--- src/rtl/instr_sequencer_pkg.sv ---
// ISA constants and sequencer state encoding for the 4-bit core.
// Shared by the sequencer and the datapath decoder.
package core_isa_pkg;

    localparam logic [3:0] OP_NOP  = 4'h0;
    localparam logic [3:0] OP_ADD  = 4'h1;
    localparam logic [3:0] OP_ADDC = 4'h2;
    localparam logic [3:0] OP_MOV  = 4'h3;
    localparam logic [3:0] OP_LDI  = 4'h4;
    localparam logic [3:0] OP_MVR  = 4'h5;
    localparam logic [3:0] OP_LD   = 4'h6;
    localparam logic [3:0] OP_JMP  = 4'h7;
    localparam logic [3:0] OP_HALT = 4'hF;

    localparam int OPC_MSB  = 11;
    localparam int OPC_LSB  = 8;
    localparam int FLDA_MSB = 7;
    localparam int FLDA_LSB = 4;
    localparam int FLDB_MSB = 3;
    localparam int FLDB_LSB = 0;

    typedef enum logic [2:0] {
        S_IDLE,
        S_FETCH,
        S_DECODE,
        S_EXEC,
        S_WAIT,
        S_HALT
    } seq_state_t;

endpackage

--- src/rtl/instr_sequencer_if.sv ---
// Flash fetch port and datapath control bundle between the sequencer (master)
// and the flash/datapath side (slave).
interface instr_sequencer_if #(
    parameter int AW = 9,
    parameter int IW = 12
);
    logic          imem_req;
    logic [AW-1:0] imem_addr;
    logic          imem_ack;
    logic [IW-1:0] imem_data;
    logic [15:0]   dp_en;
    logic [3:0]    dp_fld_a;
    logic [3:0]    dp_fld_b;
    logic          dp_done;

    modport master (
        output imem_req, imem_addr, dp_en, dp_fld_a, dp_fld_b,
        input  imem_ack, imem_data, dp_done
    );

    modport slave (
        input  imem_req, imem_addr, dp_en, dp_fld_a, dp_fld_b,
        output imem_ack, imem_data, dp_done
    );
endinterface

--- src/rtl/instr_sequencer_isa_onehot_dec.sv ---
// Opcode to one-hot datapath enable decoder, also reused by the datapath.
module isa_onehot_dec (
    input  logic [3:0]  opcode,
    output logic [15:0] onehot
);

    always_comb begin
        onehot = 16'b1 << opcode;
    end

endmodule

--- src/rtl/instr_sequencer.sv ---
// Fetch/decode/execute sequencer: owns the PC, fetches from flash, pulses one-hot
// datapath enables, handles JMP/HALT and stalls on LD until the datapath reports done.
module instr_sequencer
    import core_isa_pkg::*;
#(
    parameter int            AW       = 9,
    parameter int            IW       = 12,
    parameter logic [AW-1:0] RESET_PC = '0,
    parameter int            FETCH_TO = 15
) (
    input  logic              clk,
    input  logic              rst_n,
    input  logic              run,
    instr_sequencer_if.master bus,
    output logic [AW-1:0]     pc,
    output logic              halted,
    output logic              fault
);

    seq_state_t    state, next_state;
    logic [IW-1:0] instr;
    logic [3:0]    to_cnt;
    logic [3:0]    opcode;
    logic [15:0]   onehot;
    logic          fetch_ack;
    logic          timeout;
    logic          req_nxt;
    logic          halted_nxt;
    logic          fault_nxt;
    logic [15:0]   dp_en_nxt;
    logic [AW-1:0] pc_nxt;

    assign opcode        = instr[OPC_MSB:OPC_LSB];
    assign fetch_ack     = (state == S_FETCH) && bus.imem_ack;
    assign timeout       = (state == S_FETCH) && !bus.imem_ack && (to_cnt == 4'(FETCH_TO - 1));
    assign bus.imem_addr = pc;

    isa_onehot_dec u_dec (
        .opcode (opcode),
        .onehot (onehot)
    );

    always_ff @(posedge clk) begin
        if (!rst_n) state <= S_IDLE;
        else        state <= next_state;
    end

    always_comb begin
        next_state = state;
        case (state)
            S_IDLE:   if (run && !fault) next_state = S_FETCH;
            S_FETCH: begin
                if (bus.imem_ack)  next_state = S_DECODE;
                else if (timeout)  next_state = S_IDLE;
            end
            S_DECODE: next_state = S_EXEC;
            S_EXEC: begin
                case (opcode)
                    OP_LD:   next_state = S_WAIT;
                    OP_HALT: next_state = S_HALT;
                    default: next_state = S_FETCH;
                endcase
            end
            S_WAIT:   if (bus.dp_done) next_state = S_FETCH;
            S_HALT:   next_state = S_HALT;
            default:  next_state = S_IDLE;
        endcase
    end

    // Next values of the registered outputs; the enable is computed one cycle
    // early so it is visible exactly while the FSM sits in EXEC.
    always_comb begin
        req_nxt    = (next_state == S_FETCH);
        halted_nxt = (next_state == S_HALT);
        fault_nxt  = fault | timeout;
        dp_en_nxt  = '0;
        pc_nxt     = pc;
        if (state == S_DECODE && opcode != OP_JMP && opcode != OP_HALT)
            dp_en_nxt = onehot;
        if (state == S_EXEC) begin
            case (opcode)
                OP_JMP:         pc_nxt = {pc[AW-1:8], instr[FLDA_MSB:FLDB_LSB]};
                OP_LD, OP_HALT: pc_nxt = pc;
                default:        pc_nxt = pc + 1'b1;
            endcase
        end
        if (state == S_WAIT && bus.dp_done)
            pc_nxt = pc + 1'b1;
    end

    always_ff @(posedge clk) begin
        if (!rst_n) begin
            pc           <= RESET_PC;
            halted       <= 1'b0;
            fault        <= 1'b0;
            instr        <= '0;
            to_cnt       <= '0;
            bus.imem_req <= 1'b0;
            bus.dp_en    <= '0;
            bus.dp_fld_a <= '0;
            bus.dp_fld_b <= '0;
        end else begin
            pc           <= pc_nxt;
            halted       <= halted_nxt;
            fault        <= fault_nxt;
            bus.imem_req <= req_nxt;
            bus.dp_en    <= dp_en_nxt;
            to_cnt       <= (state == S_FETCH && !bus.imem_ack) ? to_cnt + 4'd1 : 4'd0;
            if (fetch_ack) begin
                instr        <= bus.imem_data;
                bus.dp_fld_a <= bus.imem_data[FLDA_MSB:FLDA_LSB];
                bus.dp_fld_b <= bus.imem_data[FLDB_MSB:FLDB_LSB];
            end
        end
    end

endmodule

--- src/flat_wrapper.sv ---
// flat-port wrapper written by rule: the top's interface ports become plain ports
module instr_sequencer_flat import core_isa_pkg::*;
#(
    parameter int            AW       = 9,
    parameter int            IW       = 12,
    parameter logic [AW-1:0] RESET_PC = '0,
    parameter int            FETCH_TO = 15
)
  (clk, rst_n, run, pc, halted, fault, bus_imem_req, bus_imem_addr, bus_dp_en, bus_dp_fld_a, bus_dp_fld_b, bus_imem_ack, bus_imem_data, bus_dp_done);
  instr_sequencer_if #(.AW(AW), .IW(IW)) bus_i ();
  input  logic clk;
  input  logic rst_n;
  input  logic run;
  output logic [AW-1:0] pc;
  output logic halted;
  output logic fault;
  output wire logic [$bits(bus_i.imem_req)-1:0] bus_imem_req;
  output wire logic [$bits(bus_i.imem_addr)-1:0] bus_imem_addr;
  output wire logic [$bits(bus_i.dp_en)-1:0] bus_dp_en;
  output wire logic [$bits(bus_i.dp_fld_a)-1:0] bus_dp_fld_a;
  output wire logic [$bits(bus_i.dp_fld_b)-1:0] bus_dp_fld_b;
  input wire logic [$bits(bus_i.imem_ack)-1:0] bus_imem_ack;
  input wire logic [$bits(bus_i.imem_data)-1:0] bus_imem_data;
  input wire logic [$bits(bus_i.dp_done)-1:0] bus_dp_done;
  assign bus_imem_req = bus_i.imem_req;
  assign bus_imem_addr = bus_i.imem_addr;
  assign bus_dp_en = bus_i.dp_en;
  assign bus_dp_fld_a = bus_i.dp_fld_a;
  assign bus_dp_fld_b = bus_i.dp_fld_b;
  assign bus_i.imem_ack = bus_imem_ack;
  assign bus_i.imem_data = bus_imem_data;
  assign bus_i.dp_done = bus_dp_done;
  instr_sequencer #(.AW(AW), .IW(IW), .RESET_PC(RESET_PC), .FETCH_TO(FETCH_TO)) u_core (.clk(clk), .rst_n(rst_n), .run(run), .bus(bus_i), .pc(pc), .halted(halted), .fault(fault));
endmodule
--- config.mk ---
export PLATFORM = sky130hd
export DESIGN_NAME = instr_sequencer_flat
export DESIGN_NICKNAME = d
export VERILOG_FILES = /design/src/rtl/instr_sequencer_pkg.sv /design/src/rtl/instr_sequencer_if.sv /design/src/rtl/instr_sequencer_isa_onehot_dec.sv /design/src/rtl/instr_sequencer.sv /design/src/flat_wrapper.sv
export SDC_FILE = /design/constraint.sdc
export NUM_CORES = 1
export LEC_CHECK = 0
export BUFFER_PORTS_ARGS = -buffer_cell sky130_fd_sc_hd__buf_2
export CAP_MARGIN = 15
export CORE_MARGIN = 2
export CORE_UTILIZATION = 45
export CTS_CLUSTER_DIAMETER = 30
export DETAILED_ROUTE_END_ITERATION = 6
export PLACE_DENSITY = 0.73
export SETUP_SLACK_MARGIN = 0.1
export SLEW_MARGIN = 20
export SYNTH_ARGS = -nofsm -noshare
export SYNTH_HDL_FRONTEND = slang
export SYNTH_SLANG_ARGS = --single-unit
--- constraint.sdc ---
create_clock -name clk -period 1.9 [get_ports clk]
set_clock_uncertainty 0.15 [all_clocks]
set_input_delay 0.285 -clock clk [delete_from_list [all_inputs] [get_ports clk]]
set_output_delay 0.285 -clock clk [all_outputs]
set_load 0.03 [all_outputs]
==> summary.md <==
| Metric | Value |
|---|---|
| Die Y | `between 70 and 80 um` |
| Crit start category | `flip-flop` |
| Inst Count DP | `around 340` |
| Die width | `between 70 and 80 um` |
| Unrepaired setup endpoints after global routing | `true` |
| Most frequent cells after synthesis | `47 x dfxtp_1, 42 x nand2_1, 22 x a21oi_1` |
| Power per cell area | `722 mW/mm^2` |
| Share of layout cells above drive strength 1 | `between 30% and 40%` |
| Htree depth | `2` |
| Fill cell count | `464` |
| Worst VDD drop | `between 0.0004 and 0.0005 V` |
| Initial DRC count | `approximately 130` |
| Yosys reg bits | `47` |
| PortBufs | `between 60 and 70` |
| Final cycle utilization of the critical path | `between 90% and 100%` |
| Clock buffer count from CTS | `5` |
| Post-synthesis cell count | `around 250` |
| GRT met2 Usage | `about 28%` |
| Rows | `25` |
| Post-synthesis cell type count | `51` |
| Simple-Gate Fraction of Synth Area | `23.1%` |
| Max Freq | `roughly 0.57 GHz` |
| Post-CTS Hold Fix Bufs | `0` |
| DR pass1 iterations | `4` |
| Final Util | `around 55%` |
| Fraction of registers with async set or reset after synthesis | `0%` |
| Final instance area | `0.00256 sq mm` |
| Xor/xnor cell area share of the yosys netlist | `about 1.2%` |
| Area grow syn2layout | `17.8%` |
| Proportion of synthesized area in mux cells | `under 10%` |
| Antenna violations before repair | `0` |
| DRC | `0` |
| WL/cell | `~13 um` |
| Diodes inserted | `0` |
| Leak pwr | `about 1.1 nW` |
| CP endpoint kind | `flip-flop` |
| Die Area | `0.00540 sq mm` |
| Vias in the first global route | `around 1600` |
| Final Max Tran Viols | `0` |
| Worst-Skew Late Latency | `~0.3 ns` |
| Hpwl dp | `approximately 3.5 mm` |
| Final wirelength | `about 4.7 mm` |
| Dominant cells by area after synthesis | `dfxtp_1 43%, nand2_1 7.3%, buf_4 6.6%` |
| Hold slack final | `0.0589 ns` |
| Compound-cell area share of the yosys netlist | `about 16%` |
| Status | `complete, no violations` |
| Global route hottest layer | `met2` |
| CP Data Required Time | `about 2.0 ns` |
| Largest fanout on the critical path | `9` |
| Global-route wire length before repair | `7.59 mm` |
| IO Pins | `between 60 and 70` |
| Vias | `about 1800` |
| Synth Area in Adders | `~1.7%` |
| CP Class | `reg -> reg` |
| Met1 Resource Use GR | `approximately a quarter` |
| HP Class | `in -> reg` |
| Number of synthesized flops with an enable pin | `0` |
| Gpl congestion | `between 0.8 and 0.9` |
| Vias per inst | `approximately 5.2` |
| Yosys top cell area share | `a little over two fifths` |
| Largest family of logic cells by synthesized area | `simple AND/OR/NAND/NOR gates` |
| Grt total ovfl | `0` |
| Post-Synthesis Cell Area | `between 0.002 and 0.0025 sq mm` |
| Final setup viols | `0` |
| Clock-pin transition on the worst setup and hold timing paths | `~0.10 ns` |
| Routing usage on met3 | `roughly 4.8%` |
| CTS Buffer Depth | `2` |
| Max-Cap Viols | `0` |
| Initial Util | `between 40% and 50%` |
| Largest net degree at the start of global routing | `18` |
| Clk sinks | `47` |
| Placed standard-cell area | `around 0.0024 sq mm` |
| Synth warn | `0` |
| Avg Cell Area, Syn | `roughly 8.8 sq um` |
| Root Buffer | `clkbuf_8` |
| Critical Path AT | `around 1.8 ns` |
| Final nets | `about 320` |
| Final non-filler cell total | `about 350` |
| Post-route antenna net violation count | `0` |
| Core region area | `around 0.0047 sq mm` |
| CTS tree | `done` |
| Sequential area share after synthesis | `about 43%` |
| Leading area contributor after synthesis | `dfxtp_1` |
| Setup TNS | `0 ns` |
| Fin. Hold Viols | `0` |
| GRT Util Overall | `18.1%` |
| Count leader, synth | `dfxtp_1` |
| Most used flip-flop cell after synthesis | `dfxtp_1` |
| Tmin final | `about 1.8 ns` |
[registers in the layout, summed over array words and instances, names as in the netlist]
signal,flops
u_core.bus.dp_en,16
u_core.bus.imem_addr,9
u_core.bus.imem_req,1
u_core.fault,1
u_core.halted,1
u_core.instr,12
u_core.state,3
u_core.to_cnt,4
[path summary, 6_finish.rpt]
check,start,end,slack (ns),cells after the start
max,u_core.state[2],u_core.bus.imem_req,0.14,5
min,bus_imem_data[8],u_core.instr[8],0.06,3
max reg2reg,u_core.state[2],u_core.bus.imem_req,0.14,5
min reg2reg,u_core.to_cnt[0],u_core.to_cnt[0],0.32,1
[final cells by class]
cell class / instances / area [sq um] / share of cell area (%)
inverter: 7 / 26.3 / 1.03
clock inverter: 3 / 27.5 / 1.08
multi-input combinational: 160 / 996 / 38.9
tap: 54 / 67.6 / 2.64
timing repair buffer: 75 / 410 / 16.0
sequential: 47 / 961 / 37.6
clock buffer: 5 / 68.8 / 2.69
[where the power goes]
group	leakage, nW	total (W)	switching [W]	internal [W]
Sequential	0.386	0.00102	0.0000182	0.00100
Combinational	0.692	0.000183	0.000112	0.0000713
Clock	0.0467	0.000642	0.000369	0.000273
[layer usage]
metal | part of all wire [%] | routed length (um)
met1 | 47 | 2230
met2 | 46 | 2160
met3 | 5.6 | 265
met5 | 0 | 0
met4 | 1.2 | 58
[what timing repair did]
action / in CTS / in global routing
gates resized for setup: 1 / 12
pin swaps: 0 / 4
endpoints found under the setup margin: 1 / 7
setup buffers: 0 / 1
[cells by family (layout without fill, tap and decap cells)]
| kind of cell | count (synthesis) | in the layout |
|---|---|---|
| other | 1 | 2 |
| and+or+nand+nor | 99 | 99 |
| xor gates and xnor gates | 3 | 3 |
| buffers and inverters | 41 | 90 |
| adders and majority gates | 3 | 3 |
| AOI/OAI and AO/OA | 49 | 49 |
| DFF | 47 | 47 |
| muxes | 4 | 4 |
[stage by stage]
stage | total power, W | setup slack, ns
after global placement | 0.00122 | 0.159
after global routing | 0.00192 | 0.0849
final | 0.00185 | 0.140
after floorplan | 0.00117 | 0.103
after detailed placement | 0.00122 | 0.108
after CTS | 0.00186 | 0.112
[worst max-delay path, stage by stage, from the launching register on]
cell and delay (ns):
dfxtp_2 0.35, buf_4 0.16, or4b_4 0.53, o21ai_2 0.16, o311ai_2 0.12, a211oi_1 0.22
[placed cells by master, fill, tap and decap left out, types with 3 or more instances in the layout]
cell type	n
nand2_1	41
nor2b_1	3
dfxtp_1	37
o32ai_1	5
nor2_1	19
a211oi_1	4
nand2b_1	5
buf_2	61
nand3_1	6
nor3_1	8
nand3b_1	3
buf_4	14
dfxtp_2	7
inv_1	6
a21oi_1	22
dfxtp_4	3
clkbuf_8	5
No activity file was read; power rests on OpenSTA's default activity.
